### config.mk
export PLATFORM = sky130hd
export DESIGN_NAME = alu_sequencer
export DESIGN_NICKNAME = d
export VERILOG_FILES = /design/src/rtl/alu_sequencer.sv
export SDC_FILE = /design/constraint.sdc
export NUM_CORES = 1
export LEC_CHECK = 0
export CORE_MARGIN = 10
export CORE_UTILIZATION = 40
export DETAILED_ROUTE_END_ITERATION = 10
export PLACE_DENSITY_LB_ADDON = 0.2
export SYNTH_ARGS = -nofsm -noshare
export SYNTH_HDL_FRONTEND = slang
export SYNTH_SLANG_ARGS = --single-unit
export TNS_END_PERCENT = 1
### constraint.sdc
create_clock -name clk -period 2.2 [get_ports clk]
set_input_delay 0.33 -clock clk [delete_from_list [all_inputs] [get_ports clk]]
set_output_delay 0.33 -clock clk [all_outputs]
set_load 0.005 [all_outputs]
### src/rtl/alu_sequencer.sv
// Sequencer around a combinational arithmetic_unit: runs ADC/SBC/CMP/PASS requests and owns status register P.
// Optional decimal adjust step is enabled by defining DECIMAL_MODE_EN.
module alu_sequencer #(
    parameter logic [7:0] P_RESET = 8'h20
) (
    input  logic       clk,
    input  logic       reset,
    input  logic       req_valid,
    output logic       req_ready,
    input  logic [1:0] req_op,
    input  logic [7:0] req_a,
    input  logic [7:0] req_b,
    input  logic       flag_wr,
    input  logic [7:0] flag_wdata,
    output logic [7:0] p_out,
    output logic       rsp_valid,
    input  logic       rsp_ready,
    output logic [7:0] rsp_data,
    output logic [1:0] alu_opcode,
    output logic [7:0] alu_a,
    output logic [7:0] alu_b,
    output logic [7:0] alu_flags_in,
    input  logic [7:0] alu_result,
    input  logic [7:0] alu_flags,
    input  logic [7:0] alu_flags_ena
);

    localparam logic [1:0] OP_ADC  = 2'b00;
    localparam logic [1:0] OP_SBC  = 2'b01;
    localparam logic [1:0] OP_CMP  = 2'b10;
    localparam logic [1:0] OP_PASS = 2'b11;

    typedef enum logic [1:0] {
        IDLE = 2'd0,
        EXEC = 2'd1,
        DADJ = 2'd2,
        RESP = 2'd3
    } state_t;

    state_t     state_reg;
    logic [7:0] p_reg;
    logic [1:0] op_reg;
    logic       dec_reg;

    // P as seen by an accept: a coincident flag write takes effect for this op
    logic [7:0] p_eff;
    logic       cin_next;
    logic       dec_next;
    logic [7:0] commit_mask;
    logic [7:0] dadj_res;
    logic       dadj_c;

    assign alu_opcode = 2'b00;
    assign p_out      = p_reg | 8'h20;
    assign p_eff      = flag_wr ? flag_wdata : p_reg;
    assign cin_next   = (req_op == OP_CMP) ? 1'b1 : p_eff[0];

`ifdef DECIMAL_MODE_EN
    assign dec_next = p_eff[3] & ~req_op[1];
`else
    assign dec_next = 1'b0;
`endif

    always_comb begin
        commit_mask = 8'h00;
        case (op_reg)
            OP_ADC, OP_SBC: commit_mask = alu_flags_ena;
            OP_CMP:         commit_mask = alu_flags_ena & 8'h83;
            default:        commit_mask = 8'h00;
        endcase
    end

`ifdef DECIMAL_MODE_EN
    // Binary result sits in rsp_data and binary carry in p_reg[0] when DADJ runs
    logic [4:0] lo_sum;
    logic       half;
    logic [7:0] adj_lo;
    always_comb begin
        lo_sum   = {1'b0, alu_a[3:0]} + {1'b0, alu_b[3:0]} + {4'b0000, alu_flags_in[0]};
        half     = lo_sum[4];
        adj_lo   = rsp_data;
        dadj_res = rsp_data;
        dadj_c   = p_reg[0];
        if (op_reg == OP_ADC) begin
            if ((rsp_data[3:0] > 4'd9) || half)
                adj_lo = rsp_data + 8'h06;
            dadj_res = adj_lo;
            if ((adj_lo[7:4] > 4'd9) || p_reg[0]) begin
                dadj_res = adj_lo + 8'h60;
                dadj_c   = 1'b1;
            end
        end else begin
            if (!half)
                adj_lo = rsp_data - 8'h06;
            dadj_res = p_reg[0] ? adj_lo : adj_lo - 8'h60;
        end
    end
`else
    assign dadj_res = rsp_data;
    assign dadj_c   = p_reg[0];
`endif

    always_ff @(posedge clk or posedge reset) begin
        if (reset) begin
            state_reg    <= IDLE;
            p_reg        <= P_RESET;
            op_reg       <= OP_ADC;
            dec_reg      <= 1'b0;
            req_ready    <= 1'b1;
            rsp_valid    <= 1'b0;
            rsp_data     <= 8'h00;
            alu_a        <= 8'h00;
            alu_b        <= 8'h00;
            alu_flags_in <= 8'h00;
        end else begin
            case (state_reg)
                IDLE: begin
                    if (flag_wr)
                        p_reg <= flag_wdata;
                    if (req_valid) begin
                        op_reg       <= req_op;
                        alu_a        <= req_a;
                        alu_b        <= (req_op == OP_ADC) ? req_b : ~req_b;
                        alu_flags_in <= {7'b0000000, cin_next};
                        dec_reg      <= dec_next;
                        req_ready    <= 1'b0;
                        state_reg    <= EXEC;
                    end
                end
                EXEC: begin
                    p_reg    <= (p_reg & ~commit_mask) | (alu_flags & commit_mask);
                    rsp_data <= (op_reg == OP_PASS) ? alu_a : alu_result;
                    if (dec_reg) begin
                        state_reg <= DADJ;
                    end else begin
                        rsp_valid <= 1'b1;
                        state_reg <= RESP;
                    end
                end
                DADJ: begin
                    rsp_data  <= dadj_res;
                    p_reg[0]  <= dadj_c;
                    rsp_valid <= 1'b1;
                    state_reg <= RESP;
                end
                RESP: begin
                    if (rsp_ready) begin
                        rsp_valid <= 1'b0;
                        req_ready <= 1'b1;
                        state_reg <= IDLE;
                    end
                end
                default: state_reg <= IDLE;
            endcase
        end
    end

endmodule

# Word-level counts from Yosys, hierarchy flattened
# Index checks and enable logic that the tools add are counted.
word_totals:
  register_bits: 39
  latchBits: 0
  mem_bits_rw: 0
  romBits: 0
  elab_cells: 53
  n_memories: 0
op_classes:
  add_sub_neg: 0
  n_mul: 0
  div: 0
  magnitude_cmp: 0
  n_eq_ne: 10
  n_shift: 0
  n_mux: 15
  bitwise_logic: 5
  reduce_logical: 13
op_table:
  columns: ["op", "n"]
  rows:
  - ["two-way mux 8 bit", 3]
  - ["AND 8 bit", 2]
  - ["inverter 8 bit", 2]
  - ["one-hot mux 8 bit (2 select lines)", 1]
  - ["one-hot mux 7 bit (2 select lines)", 1]
  - ["== test 2 bit (second input constant)", 5]
  - ["bitwise OR 8 bit", 1]
  - ["AND reduction 2 bit", 4]
  - ["zero test 2 bit", 3]
  - ["!= test 2 bit (second input constant)", 3]
  - ["one-hot mux 1 bit (2 select lines)", 3]
  - ["one-hot mux 2 bit (3 select lines)", 1]
  - ["== test 2 x 1 -> 1 bit (second input constant)", 2]
  - ["two-way mux 1 bit", 4]
  - ["two-way mux 2 bit", 2]
  - ["nonzero test 2 bit", 2]
  - ["OR reduction 2 bit", 2]
  - ["AND reduction 3 bit", 1]
  - ["nonzero test 3 bit", 1]

# Logic depth before layout (Yosys ltp)
logic_depth:
  word_depth: 7
  depth_mapped: 6
  depth_no_buf: 5

# Worst setup path after synthesis
# OpenSTA, ideal clock, no wires.
synth_timing:
  kind: "flip-flop to flip-flop"
  startpoint: "register state_reg[0]"
  endpoint: "register with a tool-made name"
  setup_time_ps: 125
  arrival_ps: 1383
  t_required_ps: 2075
  slack_ps: 692
  path_stages_with_launch: 6
  synth_period_minus_slack_ps: 1508
  cell_sequence: "dfrtp_1 -> inv_1 -> ha_1 -> mux2i_2 -> a21oi_1 -> mux2_2"
synth_lines:
  columns: ["item", "line_no", "text"]
  rows:
  - ["start: declaration", "40", "state_t state_reg;"]
  - ["start signal: assignment", "105", "state_reg <= IDLE;"]
  - ["start signal: assignment", "127", "state_reg <= EXEC;"]
  - ["start signal: assignment", "134", "state_reg <= DADJ;"]

==> flow_results.xml <==
<?xml version="1.0" encoding="UTF-8"?>
<metrics>
  <group name="power_and_ir_drop">
    <metric name="internal-power" unit="mW">2.30</metric>
    <metric name="powerDensity" unit="mW/mm2">1190</metric>
    <metric name="report.power.total" unit="mW">3.42</metric>
    <metric name="p_clk_frac" unit="">0.143</metric>
    <metric name="total_leakage_power" unit="nW">1.29</metric>
    <metric name="worst_vdd_rail_ir_drop" unit="mV">0.571</metric>
    <metric name="switchingPower" unit="mW">1.13</metric>
    <metric name="comb_power_share" unit="">0.492</metric>
    <metric name="sw_frac_of_total" unit="">0.329</metric>
    <metric name="seq_power_share" unit="">0.365</metric>
  </group>
  <group name="floorplan">
    <metric name="initial_utilization" unit="">0.411</metric>
    <metric name="core-area" unit="mm2">0.00469</metric>
    <metric name="floorplan.die.height" unit="um">89.5</metric>
    <metric name="fp.dieArea" unit="mm2">0.00801</metric>
    <metric name="boundaryPins" unit="">99</metric>
    <metric name="die-width" unit="um">89.5</metric>
    <metric name="placementRows" unit="">25</metric>
  </group>
  <group name="grt">
    <metric name="number_of_antenna_violations_at_the_first_check_in_global_routing" unit="">0</metric>
    <metric name="grt_pass1_wl" unit="um">7610</metric>
    <metric name="via_count_of_the_first_global_routing_pass" unit="">1536</metric>
    <metric name="grt-ovfl-total" unit="">0</metric>
    <metric name="grt_start_max_net_pins" unit="">39</metric>
    <metric name="grtUsageTotal" unit="">0.123</metric>
  </group>
  <group name="critical_path">
    <metric name="crit_slowest_cell" unit="">mux2i_2</metric>
    <metric name="end_kind" unit="">flip-flop</metric>
    <metric name="crit_path_cell_trace" unit="">inv_1, ha_1, mux2i_2, a21oi_1, mux2_2</metric>
    <metric name="required" unit="ns">2.37</metric>
    <metric name="rr_worst_depth" unit="">5</metric>
    <metric name="r2r-start" unit="">state_reg[1]$_DFFE_PP0P_</metric>
    <metric name="path_max_fanout" unit="">7</metric>
    <metric name="timing.critical_path.from_type" unit="">flip-flop</metric>
    <metric name="endpoint_arrival_time_on_the_critical_path" unit="ns">1.90</metric>
    <metric name="max_stage_delay" unit="ns">0.43</metric>
    <metric name="timing.reg2reg.setup_slack" unit="ns">0.47</metric>
    <metric name="worstSetupPathType" unit="">flip-flop to flip-flop</metric>
  </group>
  <group name="placement">
    <metric name="place_hpwl" unit="um">3860</metric>
    <metric name="place_congestion" unit="">0.708</metric>
    <metric name="io_buffers" unit="">85</metric>
  </group>
  <group name="cts">
    <metric name="cts_buffer_depth" unit="">2</metric>
    <metric name="clkLatencyLatePin" unit="ns">0.28</metric>
    <metric name="clkSinkCount" unit="">38</metric>
    <metric name="clock_tree.htree_level_count" unit="">2</metric>
    <metric name="cts_hold_buffers" unit="">0</metric>
    <metric name="cts_resized" unit="">0</metric>
    <metric name="clkSlewWorstSetupHoldPaths" unit="ns">0.07</metric>
    <metric name="cts_root_buf" unit="">clkbuf_8</metric>
    <metric name="tritoncts" unit="">yes</metric>
    <metric name="postCtsSetupRepairBufs" unit="">0</metric>
    <metric name="cts_made_buffers" unit="">5</metric>
  </group>
  <group name="detailed_routing">
    <metric name="avgViaCountPerCell" unit="">4.80</metric>
    <metric name="detail_route.wl_per_cell" unit="um">15.6</metric>
    <metric name="via_count" unit="">1535</metric>
    <metric name="dr_wl_met3" unit="um">668</metric>
    <metric name="wl_met2" unit="um">2110</metric>
    <metric name="detail_route.wirelength" unit="um">5000</metric>
    <metric name="tritonroute_pass_1_iters" unit="">4</metric>
    <metric name="route.layer.met1.wl" unit="um">2170</metric>
    <metric name="ant_nets" unit="">0</metric>
    <metric name="drtIter0Drc" unit="">30</metric>
    <metric name="drcViolationCount" unit="">0</metric>
    <metric name="dr.max_layer_used" unit="">met4</metric>
  </group>
  <group name="timing">
    <metric name="final_critical_period" unit="ns">1.73</metric>
    <metric name="maxClockFrequency" unit="MHz">577</metric>
    <metric name="rsz0062_at_grt" unit="">false</metric>
    <metric name="count_of_endpoints_failing_setup_in_the_final_report" unit="">0</metric>
    <metric name="fin_crit_sh" unit="">0.787</metric>
    <metric name="worst_hold_check_slack" unit="ns">0.459</metric>
    <metric name="finClkSkew" unit="ns">0.00433</metric>
    <metric name="hold_viol" unit="">0</metric>
    <metric name="final_max_slew_viol_count" unit="">0</metric>
    <metric name="setup-tns-final" unit="ns">0</metric>
  </group>
  <group name="yosys">
    <metric name="synth_area" unit="mm2">0.00193</metric>
    <metric name="number_of_enable_type_register_cells_in_the_synthesized_netlist" unit="">0</metric>
    <metric name="synth_cell_type_count" unit="">28</metric>
    <metric name="synth_flop_cell" unit="">dfrtp_1</metric>
    <metric name="synth-seq-area-share" unit="">0.493</metric>
    <metric name="ys_warn_count" unit="">0</metric>
    <metric name="flops_latches_synth" unit="">38</metric>
    <metric name="synth_async_sr_flop_share" unit="">1.00</metric>
    <metric name="syn_area_per_cell" unit="um2">10.7</metric>
    <metric name="postSynthCellCount" unit="">180</metric>
  </group>
  <group name="status">
    <metric name="run_status" unit="">finished, final reports clean</metric>
  </group>
  <group name="cells_and_area">
    <metric name="fillCellCount" unit="">431</metric>
    <metric name="multi_input_area" unit="um2">871</metric>
    <metric name="syn2layout_area_growth" unit="%">49.1</metric>
    <metric name="antenna_cells_inserted" unit="">0</metric>
    <metric name="seqCellArea" unit="um2">952</metric>
    <metric name="nets" unit="">324</metric>
    <metric name="drive_gt1_frac" unit="">0.132</metric>
  </group>
  <group name="job">
    <metric name="timing.max_cap.violations" unit="">0</metric>
  </group>
  <group name="min_path">
    <metric name="worstHoldPathType" unit="">primary input to asynchronous set/reset pin</metric>
  </group>
</metrics>
layout by cell type (no fill, tap or decap):
master,netlist,final
dfstp_2,1,1
mux2_2,17,17
dfrtp_1,37,37
o211ai_1,1,1
nand2b_1,4,4
nor2_1,10,10
conb_1,2,10
a32o_1,2,2
clkbuf_1,2,1
clkdlybuf4s50_1,0,85
clkbuf_8,0,6
o2bb2ai_1,4,4
xor2_1,8,8
a21oi_1,18,18
nor2b_1,2,2
o21ai_0,12,12
clkinv_2,0,1
nand3b_1,1,1
mux2i_2,1,1
a21boi_0,1,1
buf_4,11,3
inv_1,6,6
nand4_1,1,1
a21bo_2,3,3
o21ba_2,1,1
nor2_2,1,1
ha_1,4,4
nand2_2,1,1
nand2_1,15,15
mux2i_1,9,9
power groups by stage:
stage               clock network (mW)  logic, mW  registers [mW]
floorplan                            0      0.882            1.24
global placement                     0       1.69            1.25
detailed placement                   0       1.71            1.27
CTS                              0.511       1.72            1.26
global route                     0.538       1.87            1.30
finish                           0.489       1.68            1.25
kinds of logic after synthesis:
group,count (synthesis),share of synthesized area
xor gates and xnor gates,8,0.0363
DFF,38,0.493
AOI/OAI and AO/OA,42,0.135
buffers and inverters,24,0.0713
and+or+nand+nor,35,0.0817
muxes,27,0.153
other,2,0.00389
adders and majority gates,4,0.0259
metrics by stage:
step                std cells  setup WS, ns  area, um2   util
floorplan                 188         0.692       1960      -
global placement          312         0.483       2790  0.594
detailed placement        312         0.466       2790  0.594
CTS                       320         0.445       2880  0.613
global route              320         0.355       2880  0.613
finish                    320         0.468       2880  0.613
synthesized netlist by cell type (5+ instances only):
cell type,instances,area (um2)
dfrtp_1,37,926
a21oi_1,18,90.1
mux2_2,17,191
nand2_1,15,56.3
o21ai_0,12,60.1
buf_4,11,82.6
nor2_1,10,37.5
mux2i_1,9,90.1
xor2_1,8,70.1
inv_1,6,22.5
buf_2,5,25.0
per-layer routing:
| metal | GRT usage | up-vias |
|---|---|---|
| met5 | 0 | - |
| met4 | 0.0390 | 0 |
| met3 | 0.0702 | 5 |
| met2 | 0.179 | 69 |
| met1 | 0.150 | 698 |
| li1 | - | 763 |
worst max-delay path by stage:
stage | end | slack (ns) | cells after the start | from
2_1_floorplan | flip-flop | 0.69 | 5 | state_reg[0]$_DFFE_PP0P_
3_3_place_gp | flip-flop | 0.48 | 5 | state_reg[0]$_DFFE_PP0P_
6_report | flip-flop | 0.47 | 5 | state_reg[1]$_DFFE_PP0P_
5_1_grt | flip-flop | 0.35 | 5 | state_reg[0]$_DFFE_PP0P_
4_1_cts | flip-flop | 0.45 | 5 | state_reg[0]$_DFFE_PP0P_
3_5_place_dp | flip-flop | 0.47 | 5 | state_reg[0]$_DFFE_PP0P_
critical path: cells and delay by family, from the launching register on:
kind | cells | cell delay, ns
AOI/OAI and AO/OA | 1 | 0.10
DFF | 1 | 0.41
buffers and inverters | 1 | 0.10
adders and majority gates | 1 | 0.30
muxes | 2 | 0.72
final cells by class:
| cell class | instances | area share |
|---|---|---|
| flip-flops and latches | 38 | 0.331 |
| repair buffers | 88 | 0.303 |
| multi-input cells | 126 | 0.303 |
| clock buffers | 7 | 0.0300 |
| well taps | 54 | 0.0235 |
| inverters | 6 | 0.00783 |
| clock inverters | 1 | 0.00174 |
Note: power is estimated with default switching activity, not from simulation.
